==> src/rtl/seq_divider_pkg.sv <==
// Shared constants, op encoding, FSM state type and magnitude helper for seq_divider.
package seq_divider_pkg;
  localparam int XLEN        = 32;
  localparam int DIV_ITER    = 32;
  localparam int DIV_LATENCY = 34;
  localparam int OP_DIV_BASE = 17;

  localparam logic [1:0] DIV_OP_DIV  = 2'd0;
  localparam logic [1:0] DIV_OP_DIVU = 2'd1;
  localparam logic [1:0] DIV_OP_REM  = 2'd2;
  localparam logic [1:0] DIV_OP_REMU = 2'd3;

  typedef enum logic [1:0] {
    IDLE = 2'd0,
    CALC = 2'd1,
    FIX  = 2'd2
  } div_state_e;

  // Unsigned magnitude; 0x80000000 maps onto itself, which is its correct magnitude.
  function automatic logic [XLEN-1:0] div_mag(input logic [XLEN-1:0] v, input logic is_signed);
    return (is_signed && v[XLEN-1]) ? -v : v;
  endfunction
endpackage

==> src/rtl/div_sign_fix.sv <==
// Combinational sign application and quotient/remainder select for seq_divider.
module div_sign_fix
  import seq_divider_pkg::*;
(
  input  logic [XLEN-1:0] quo_mag_i,
  input  logic [XLEN-1:0] rem_mag_i,
  input  logic            q_neg_i,
  input  logic            r_neg_i,
  input  logic            sel_rem_i,
  output logic [XLEN-1:0] result_o
);
  logic [XLEN-1:0] quo;
  logic [XLEN-1:0] rem;

  assign quo      = q_neg_i ? -quo_mag_i : quo_mag_i;
  assign rem      = r_neg_i ? -rem_mag_i : rem_mag_i;
  assign result_o = sel_rem_i ? rem : quo;
endmodule

==> src/rtl/seq_divider.sv <==
// Iterative radix-2 DIV/DIVU/REM/REMU: done 34 cycles after start, 2 for divide-by-zero/overflow.
// SEQ_DIVIDER_RESULT_CACHE_EN: reuse the last operands' quotient/remainder with done 1 cycle after start.
module seq_divider
  import seq_divider_pkg::*;
(
  input  logic            clk,
  input  logic            rst_n,
  input  logic            start,
  input  logic [1:0]      op,
  input  logic [XLEN-1:0] dividend,
  input  logic [XLEN-1:0] divisor,
  input  logic            kill,
  output logic            busy,
  output logic            done,
  output logic [XLEN-1:0] result
);
  div_state_e      state_q, state_d;
  logic            accept, finish, hit, special, div_zero, ovf, sgn_in, ge;
  logic [4:0]      cnt_q, cnt_d;
  logic [XLEN-1:0] quo_q, quo_d, rem_q, rem_d, dvs_q, dvs_d;
  logic [XLEN-1:0] result_q, result_d, fix_res, hit_res, rem_sub;
  logic [XLEN:0]   rem_shift;
  logic            sel_rem_q, sel_rem_d, q_neg_q, q_neg_d, r_neg_q, r_neg_d;
  logic            done_q, done_d;

  assign sgn_in   = ~op[0];
  assign div_zero = (divisor == '0);
  assign ovf      = sgn_in && (dividend == {1'b1, {(XLEN-1){1'b0}}}) && (divisor == '1);
  assign special  = div_zero | ovf;

  div_sign_fix u_fix (
    .quo_mag_i (quo_q),
    .rem_mag_i (rem_q),
    .q_neg_i   (q_neg_q),
    .r_neg_i   (r_neg_q),
    .sel_rem_i (sel_rem_q),
    .result_o  (fix_res)
  );

`ifdef SEQ_DIVIDER_RESULT_CACHE_EN
  logic            c_vld_q, c_uns_q, uns_q;
  logic [XLEN-1:0] c_a_q, c_b_q, c_quo_q, c_rem_q, a_raw_q, b_raw_q, fix_alt;

  // Second select gives the result the op did not ask for, so both are cached.
  div_sign_fix u_fix_alt (
    .quo_mag_i (quo_q),
    .rem_mag_i (rem_q),
    .q_neg_i   (q_neg_q),
    .r_neg_i   (r_neg_q),
    .sel_rem_i (~sel_rem_q),
    .result_o  (fix_alt)
  );

  assign hit     = c_vld_q && (dividend == c_a_q) && (divisor == c_b_q) && (op[0] == c_uns_q);
  assign hit_res = op[1] ? c_rem_q : c_quo_q;

  always_ff @(posedge clk) begin
    if (!rst_n) begin
      c_vld_q <= 1'b0;
      c_uns_q <= 1'b0;
      uns_q   <= 1'b0;
      c_a_q   <= '0;
      c_b_q   <= '0;
      c_quo_q <= '0;
      c_rem_q <= '0;
      a_raw_q <= '0;
      b_raw_q <= '0;
    end else begin
      if (accept) begin
        a_raw_q <= dividend;
        b_raw_q <= divisor;
        uns_q   <= op[0];
      end
      if (kill) begin
        c_vld_q <= 1'b0;
      end else if (finish) begin
        c_vld_q <= 1'b1;
        c_a_q   <= a_raw_q;
        c_b_q   <= b_raw_q;
        c_uns_q <= uns_q;
        c_quo_q <= sel_rem_q ? fix_alt : fix_res;
        c_rem_q <= sel_rem_q ? fix_res : fix_alt;
      end
    end
  end
`else
  assign hit     = 1'b0;
  assign hit_res = '0;
`endif

  always_ff @(posedge clk) begin
    if (!rst_n) state_q <= IDLE;
    else        state_q <= state_d;
  end

  always_comb begin
    state_d = state_q;
    if (kill) begin
      state_d = IDLE;
    end else begin
      case (state_q)
        IDLE:    if (start && !hit) state_d = special ? FIX : CALC;
        CALC:    if (cnt_q == 5'(DIV_ITER - 1)) state_d = FIX;
        FIX:     state_d = IDLE;
        default: state_d = IDLE;
      endcase
    end
  end

  always_comb begin
    busy   = 1'b0;
    accept = 1'b0;
    finish = 1'b0;
    case (state_q)
      IDLE:    accept = start & ~kill;
      CALC:    busy   = 1'b1;
      FIX: begin
        busy   = 1'b1;
        finish = ~kill;
      end
      default: busy = 1'b0;
    endcase
  end

  // Restoring step: 33-bit partial remainder compared against the divisor magnitude.
  assign rem_shift = {rem_q, quo_q[XLEN-1]};
  assign ge        = (rem_shift >= {1'b0, dvs_q});
  assign rem_sub   = rem_shift[XLEN-1:0] - dvs_q;

  always_comb begin
    cnt_d     = cnt_q;
    quo_d     = quo_q;
    rem_d     = rem_q;
    dvs_d     = dvs_q;
    sel_rem_d = sel_rem_q;
    q_neg_d   = q_neg_q;
    r_neg_d   = r_neg_q;
    done_d    = 1'b0;
    result_d  = result_q;
    if (accept) begin
      cnt_d     = '0;
      sel_rem_d = op[1];
      q_neg_d   = sgn_in & (dividend[XLEN-1] ^ divisor[XLEN-1]) & ~div_zero;
      r_neg_d   = sgn_in & dividend[XLEN-1];
      dvs_d     = div_mag(divisor, sgn_in);
      if (div_zero) begin
        quo_d = '1;
        rem_d = div_mag(dividend, sgn_in);
      end else if (ovf) begin
        quo_d = {1'b1, {(XLEN-1){1'b0}}};
        rem_d = '0;
      end else begin
        quo_d = div_mag(dividend, sgn_in);
        rem_d = '0;
      end
    end else if (state_q == CALC) begin
      cnt_d = cnt_q + 5'd1;
      quo_d = {quo_q[XLEN-2:0], ge};
      rem_d = ge ? rem_sub : rem_shift[XLEN-1:0];
    end
    if (finish) begin
      done_d   = 1'b1;
      result_d = fix_res;
    end else if (accept && hit) begin
      done_d   = 1'b1;
      result_d = hit_res;
    end
  end

  always_ff @(posedge clk) begin
    if (!rst_n) begin
      cnt_q     <= '0;
      quo_q     <= '0;
      rem_q     <= '0;
      dvs_q     <= '0;
      sel_rem_q <= 1'b0;
      q_neg_q   <= 1'b0;
      r_neg_q   <= 1'b0;
      done_q    <= 1'b0;
      result_q  <= '0;
    end else begin
      cnt_q     <= cnt_d;
      quo_q     <= quo_d;
      rem_q     <= rem_d;
      dvs_q     <= dvs_d;
      sel_rem_q <= sel_rem_d;
      q_neg_q   <= q_neg_d;
      r_neg_q   <= r_neg_d;
      done_q    <= done_d;
      result_q  <= result_d;
    end
  end

  assign done   = done_q;
  assign result = result_q;
endmodule

==> config.mk <==
export PLATFORM = sky130hd
export DESIGN_NAME = seq_divider
export DESIGN_NICKNAME = d
export VERILOG_FILES = /design/src/rtl/seq_divider_pkg.sv /design/src/rtl/div_sign_fix.sv /design/src/rtl/seq_divider.sv
export SDC_FILE = /design/constraint.sdc
export NUM_CORES = 1
export LEC_CHECK = 0
export ABC_AREA = 1
export BUFFER_PORTS_ARGS = -buffer_cell sky130_fd_sc_hd__buf_2
export CORE_UTILIZATION = 40
export CTS_BUF_LIST = sky130_fd_sc_hd__clkbuf_4
export DETAILED_ROUTE_END_ITERATION = 8
export GPL_TIMING_DRIVEN = 0
export PLACE_DENSITY = 0.67
export REMOVE_ABC_BUFFERS = 1
export SLEW_MARGIN = 20
export SYNTH_ARGS = -nofsm -noshare
export SYNTH_HDL_FRONTEND = slang
export SYNTH_SLANG_ARGS = --single-unit
==> constraint.sdc <==
create_clock -name clk -period 3 [get_ports clk]
set_clock_uncertainty 0.2 [all_clocks]
set_input_delay 0.3 -clock clk [delete_from_list [all_inputs] [get_ports clk]]
set_output_delay 0.3 -clock clk [all_outputs]
set_load 0.05 [all_outputs]
==> results of run 1 <==
## synth_stat cells, drive strengths merged, types with 2 or more instances
library cell  instances  area (um^2)
nand4                33        212.7
ha                   42        525.5
o21ai               184        920.9
o32ai                 2        17.52
or2                   4        25.03
xnor2                22        192.7
buf                  24        127.6
o22ai                15        93.84
a31oi                 5        31.28
nand3               253         1289
clkinv                4        15.01
xor2                 21        183.9
nor3                 46        251.5
inv                 377         1415
o211ai               16        120.1
nand2               616         2315
nor2                273         1056
nor4                  4        25.02
and2                  3        18.77
a21oi               134        742.0
nand3b                5        37.54
and3                  4        25.02
o221ai                2        17.52
o21bai               20        150.1
clkbuf               56        210.2
dfxtp               139         2783
## worst min-delay path, cell delays in order
cell and delay, ns:
buf_2 0.11, xnor2_1 0.11, a21oi_1 0.16, a21oi_1 0.07
## stage by stage
step                cell area [um^2]  std cells
detailed placement             13710       2739
finish                         14810       2830
CTS                            14590       2819
floorplan                      12510       2228
global route                   14810       2830
global placement               13530       2733
## metal layers
metal / vias up / global-route usage, %
met5: - / 0
met4: 0 / 9.831
met3: 106 / 5.563
met2: 723 / 47.95
met1: 7103 / 41.07
li1: 7629 / -
## registers in the layout, summed over array words and instances, names as in the netlist
| name | cells |
|---|---|
| dvs_q | 32 |
| quo_q | 32 |
| rem_q | 32 |
| result | 32 |
| cnt_q | 5 |
| state_q | 2 |
| done | 1 |
| q_neg_q | 1 |
| r_neg_q | 1 |
| sel_rem_q | 1 |
## cells by family (layout without fill, tap and decap cells)
| group | count (synthesis) | count (layout) | share of synthesized area [%] |
|---|---|---|---|
| flip-flops | 139 | 139 | 21.66 |
| AO/OA/AOI/OAI | 380 | 380 | 16.42 |
| buffers and inverters | 461 | 575 | 13.76 |
| AND/OR/NAND/NOR | 1242 | 1247 | 40.98 |
| other | 0 | 1 | 0 |
| XOR/XNOR | 43 | 43 | 2.932 |
| adder cells (fa/ha/maj) | 43 | 43 | 4.247 |
## power groups by stage
stage | Clock, uW | Sequential (uW) | Combinational (uW)
final | 1500 | 2200 | 4300
after global routing | 1590 | 2210 | 4770
after CTS | 1510 | 2190 | 4020
after detailed placement | 0 | 2230 | 3850
after global placement | 0 | 2230 | 3790
after floorplan | 0 | 2160 | 2760
## worst paths after layout
check                   end  slack [ns]  cells after the start
setup / recovery  rem_q[30]        0.07                     11
hold / removal    rem_q[14]        0.02                      4
setup reg to reg  rem_q[30]        0.07                     11
hold reg to reg    cnt_q[4]        0.29                      2
## repair_timing
item	in CTS	in global routing
pin swaps	3	5
hold endpoints to repair	52	0
gates resized for setup	19	28
hold buffers	44	0
endpoints found under the setup margin	103	99
setup buffers	1	8
cloned	3	2
## layout make-up
type / instances / area [um^2] / area share (%)
Antenna cell: 1 / 2.502 / 0.01690
Clock buffer: 18 / 135.1 / 0.9124
Clock inverter: 14 / 193.9 / 1.309
Inverter: 381 / 1449 / 9.783
Multi-Input combinational cell: 1713 / 8554 / 57.76
Sequential cell: 139 / 2790 / 18.84
Tap cell: 402 / 503.0 / 3.396
Timing Repair Buffer: 162 / 1182 / 7.983
==> flow_metrics.tcl, run 1 <==
set metrics [dict create \
    status "completed" \
    critPathMaxStageDelay_ns 0.36 \
    swShare_pct 49.02 \
    yosysWarnings 0 \
    maxCapViolations 0 \
    worstPathCellList "inv_1 > ha_2 > nand3_4 > buf_12 > inv_6 > nor2_4 > inv_4 > buf_12 > nand2_1 > nand2_1 > a21oi_1" \
    clkTransAtPathRegs_ns 0.15 \
    syn_to_final_growth_pct 15.29 \
    clkSinkCount 139 \
    setup_ws_ns 0.07373 \
    dr_wl_met2_um 22010 \
    top_layer "met4" \
    dp_slack_ns -1.272 \
    grt_max_degree 74 \
    crit_slowest_cell "ha_2" \
    synth_area_um2 12850 \
    timing_hold_violations_final 0 \
    clkLatencyLatePin_ns 0.60 \
    crit_path_start "state_q[0]" \
    nNetsFinal 2527 \
    critical_path_class "flip-flop to flip-flop" \
    cts_tree "done" \
    drc 0 \
    worst_hold_slack_ns 0.02148 \
    grt_pass1_vias 13900 \
    seq_area_frac_synth_pct 21.66 \
    core.rowCount 65 \
    hp-class "primary input to flip-flop" \
    synthDistinctLibCells 46 \
    finalPower_uw 7990 \
    crit_buf_inv 5 \
    dp.final_hpwl_um 37550 \
    initial_core_util_pct 40.71 \
    cts_max_path_buffers 2 \
    min-delay-start "dividend[14]" \
    seqPwrFrac_pct 27.5 \
    fill_cells 3441 \
    fin_util_pct 46.94 \
    wirelength_um 50290 \
    synth.avg_cell_area_um2 5.566 \
    coreArea_um2 31560 \
    vias_per_cell 5.499 \
    dieArea_um2 32840 \
    layout_commonest_cell "nand2_1" \
    first_pass_iters 8 \
    tightest_slew_ns 1.078 \
    port_buffers 103 \
    ys.flop_type "dfxtp_1" \
    gp_congestion 1.002 \
    max_freq_mhz 341.7 \
    layout_common_cells "609 x nand2_1, 372 x inv_1, 258 x nor2_1" \
    cts_made_buffers 17 \
    grt_antenna_before_repair 2 \
    routed-wl-met3_um 4743 \
    ctsRootBufferMaster "clkbuf_4" \
    dieWidth_um 181.2 \
    internal_power_uw 4073 \
    fin_setup_tns_ns 0 \
    slew_violations 0 \
    cp.required_ns 3.31 \
    met1_length_um 22080 \
    peakVddDrop_mv 0.3140 \
    power_density_nw_per_um2 539.5 \
    min_period_ns 2.926 \
    synth_edf_count 0 \
    cp_data_arrival_time_ns 3.23 \
    synth_cells 2308 \
    switching_power_uw 3917 \
    max_slew_margin_pct 28.06 \
    setup_viol_count_final 0 \
    reg2reg_from "state_q[0]" \
    drive_gt1_share_pct 9.477 \
    gr-usage-all-layers_pct 30.22 \
    vias 15560 \
    die_y_um 181.2 \
    synth-async-reset-ratio_pct 0 \
    htreeDepth 4 \
    grt_pass1_wl_um 77240 \
    route.antenna.remaining_nets 0 \
    worstSetupStartpointType "flip-flop" \
    combPwrFrac_pct 53.8 \
    avgRoutedWirePerCell_um 17.77 \
    overflow 0 \
    num_io_pins 104 \
    min_period_over_period_pct 97.54 \
    clkPwrFrac_pct 18.7 \
    leakage_uw 0.007584 \
    path_max_fanout 60 \
    cp_top_family "buffers and inverters" \
    drt_iter0_markers 1820 \
    end_kind "flip-flop" \
    ys_ff_latch 139 \
    rsz0062_at_grt "false" \
]
No activity file was read; power rests on OpenSTA's default activity.
==> run 2, diff against run 1 <==
--- a/config.mk
+++ b/config.mk
@@ -16,4 +16,5 @@
 export SLEW_MARGIN = 20
 export SYNTH_ARGS = -nofsm -noshare
 export SYNTH_HDL_FRONTEND = slang
+export SYNTH_HIERARCHICAL = 1
 export SYNTH_SLANG_ARGS = --single-unit
==> run 2 against run 1 <==
Compared with the run above: register-to-register slack better by 0.05 ns; non-clock buffer count is 11 higher; highest routed layer unchanged; cell area increased by 2.0%; cell count rose by 3.3%.
==> flow_metrics.tcl, run 2 <==
set metrics [dict create \
    tightest_slew_ns 0.9472 \
    setup_ws_ns 0.1116 \
    min_period_ns 2.888 \
    cts_made_buffers 17 \
    grt_max_degree 81 \
    dp_slack_ns -1.600 \
    gr-usage-all-layers_pct 27.92 \
    path_max_fanout 26 \
    synth_most_common_cell "nand2_1" \
    dp.final_hpwl_um 36600 \
    htreeDepth 4 \
    drt_iter0_markers 1355 \
    end_kind "flip-flop" \
    syn_to_final_growth_pct 13.63 \
    clkTransAtPathRegs_ns 0.13 \
    grt_pass1_wl_um 73360 \
    dieWidth_um 184.3 \
    fin_util_pct 46.32 \
    status "completed" \
    cp_data_arrival_time_ns 3.24 \
    layout_common_cells "680 x nand2_1, 328 x inv_1, 291 x nor2_1" \
    ys_ff_latch 139 \
    synthDistinctLibCells 55 \
    ys_top_cells_by_area "dfxtp_1 21%, nand2_1 19%, inv_1 9.3%" \
    hp-class "primary input to flip-flop" \
    core.rowCount 66 \
    vias 15460 \
    power_density_nw_per_um2 508.8 \
    first_pass_iters 5 \
    fill_cells 3556 \
    initial_core_util_pct 40.76 \
    clkSinkCount 139 \
    timing_hold_violations_final 0 \
    synth_cells 2353 \
    cts_max_path_buffers 2 \
    peakVddDrop_mv 0.2762 \
    leakage_uw 0.007619 \
    synth.avg_cell_area_um2 5.651 \
    overflow 0 \
    instances_no_fill 2924 \
    die_y_um 184.3 \
    synth_edf_count 0 \
    critical_path_class "primary input to flip-flop" \
    seq_area_frac_synth_pct 20.93 \
    max_slew_margin_pct 36.78 \
    gp_congestion 0.9678 \
    slew_violations 0 \
    synth_commonest_cells "686 x nand2_1, 330 x inv_1, 300 x nor2_1, 206 x nand3_1, 182 x o21ai_0" \
    route.antenna.remaining_nets 0 \
    nNetsFinal 2581 \
    setup_viol_count_final 0 \
    grt_antenna_before_repair 1 \
    synth-async-reset-ratio_pct 0 \
    num_io_pins 104 \
    fin_setup_tns_ns 0 \
    wirelength_um 47280 \
    cts_tree "done" \
    drc 0 \
    drive_gt1_share_pct 11.25 \
    avgRoutedWirePerCell_um 16.17 \
    synth.top_cell.area_share_pct 20.93 \
    max_freq_mhz 346.2 \
    vias_per_cell 5.286 \
    coreArea_um2 32620 \
    synth_area_um2 13300 \
    placed_cells 2823 \
    port_buffers 103 \
    min_period_over_period_pct 96.28 \
    yosysWarnings 6 \
    finalPower_uw 7687 \
    maxCapViolations 0 \
    holdPathStages 6 \
    yosysTopAreaCell "dfxtp_1" \
    worstSetupStartpointType "primary input" \
    reg2reg_depth 14 \
    ctsRootBufferMaster "clkbuf_4" \
    ys.flop_type "dfxtp_1" \
    layout_commonest_cell "nand2_1" \
    cp.required_ns 3.35 \
    grt_pass1_vias 13970 \
    dieArea_um2 33970 \
    clkLatencyLatePin_ns 0.60 \
]
-- run 2: power breakdown --
part	internal, uW	switching, uW	total, uW	leakage, uW
clock	502	761	1260	0.000141
combinational	1420	2700	4120	0.00633
sequential	2000	302	2300	0.00114
total	3920	3770	7690	0.00762
-- run 2: routing by layer --
layer | up-vias | GRT usage (%) | wire length [um]
met5 | - | 0 | 0
met4 | 0 | 12.83 | 1987
met3 | 102 | 4.584 | 3633
met2 | 587 | 44.85 | 21080
met1 | 7028 | 36.39 | 20590
li1 | 7739 | - | -
-- run 2: logic make-up (layout without fill, tap and decap cells) --
kind of cell	count (synthesis)	count (layout)	share of synthesized area, %
compound gates	370	370	15.77
xor+xnor	39	39	2.569
fa+ha+maj	43	43	4.103
buf+inv	421	547	12.88
flops	139	139	20.93
other cells	0	1	0
simple gates	1341	1343	43.75
-- run 2: repair_timing --
| item | CTS | global route |
|---|---|---|
| hold endpoints to repair | 93 | 0 |
| pin swaps | 2 | 3 |
| gates cloned | 2 | 0 |
| endpoints found under the setup margin | 91 | 53 |
| resized for setup | 22 | 21 |
| buffers inserted | 1 | 10 |
| hold buffers | 55 | 0 |
-- run 2: layout make-up --
type / instances / area, um^2 / area share (%)
antenna: 1 / 2.502 / 0.01656
clock buffer: 19 / 142.6 / 0.9441
clock inverter: 13 / 126.4 / 0.8364
inverter: 342 / 1305 / 8.638
multi-input combinational: 1795 / 8944 / 59.20
sequential: 139 / 2805 / 18.57
tap: 442 / 553.0 / 3.660
timing repair buffer: 173 / 1230 / 8.141
-- run 2: path summary, 6_finish.rpt --
check                           slack, ns        start        end
worst max-delay path                 0.11  divisor[31]    q_neg_q
worst min-delay path                 0.04  dividend[6]   quo_q[6]
worst max register to register       0.12    rem_q[14]   quo_q[0]
worst min register to register       0.27    dvs_q[27]  dvs_q[27]
-- run 2: metrics by stage --
step                      hold slack [ns]  instance area (um^2)
after global routing              0.01043                 15110
after CTS                        0.005483                 14960
final                             0.04237                 15110
after detailed placement           0.2485                 14040
after global placement             0.2454                 13940
after floorplan                    0.2211                 12870
-- run 2: worst max-delay path, stage by stage --
cell and delay (ns):
buf_2 0.19, inv_1 0.07, nor2_2 0.19, buf_6 0.23, clkinv_1 0.59, a22oi_1 0.37
dlygate4sd3_1 0.60, nand3_1 0.07, dlygate4sd3_1 0.55, nand2_1 0.06
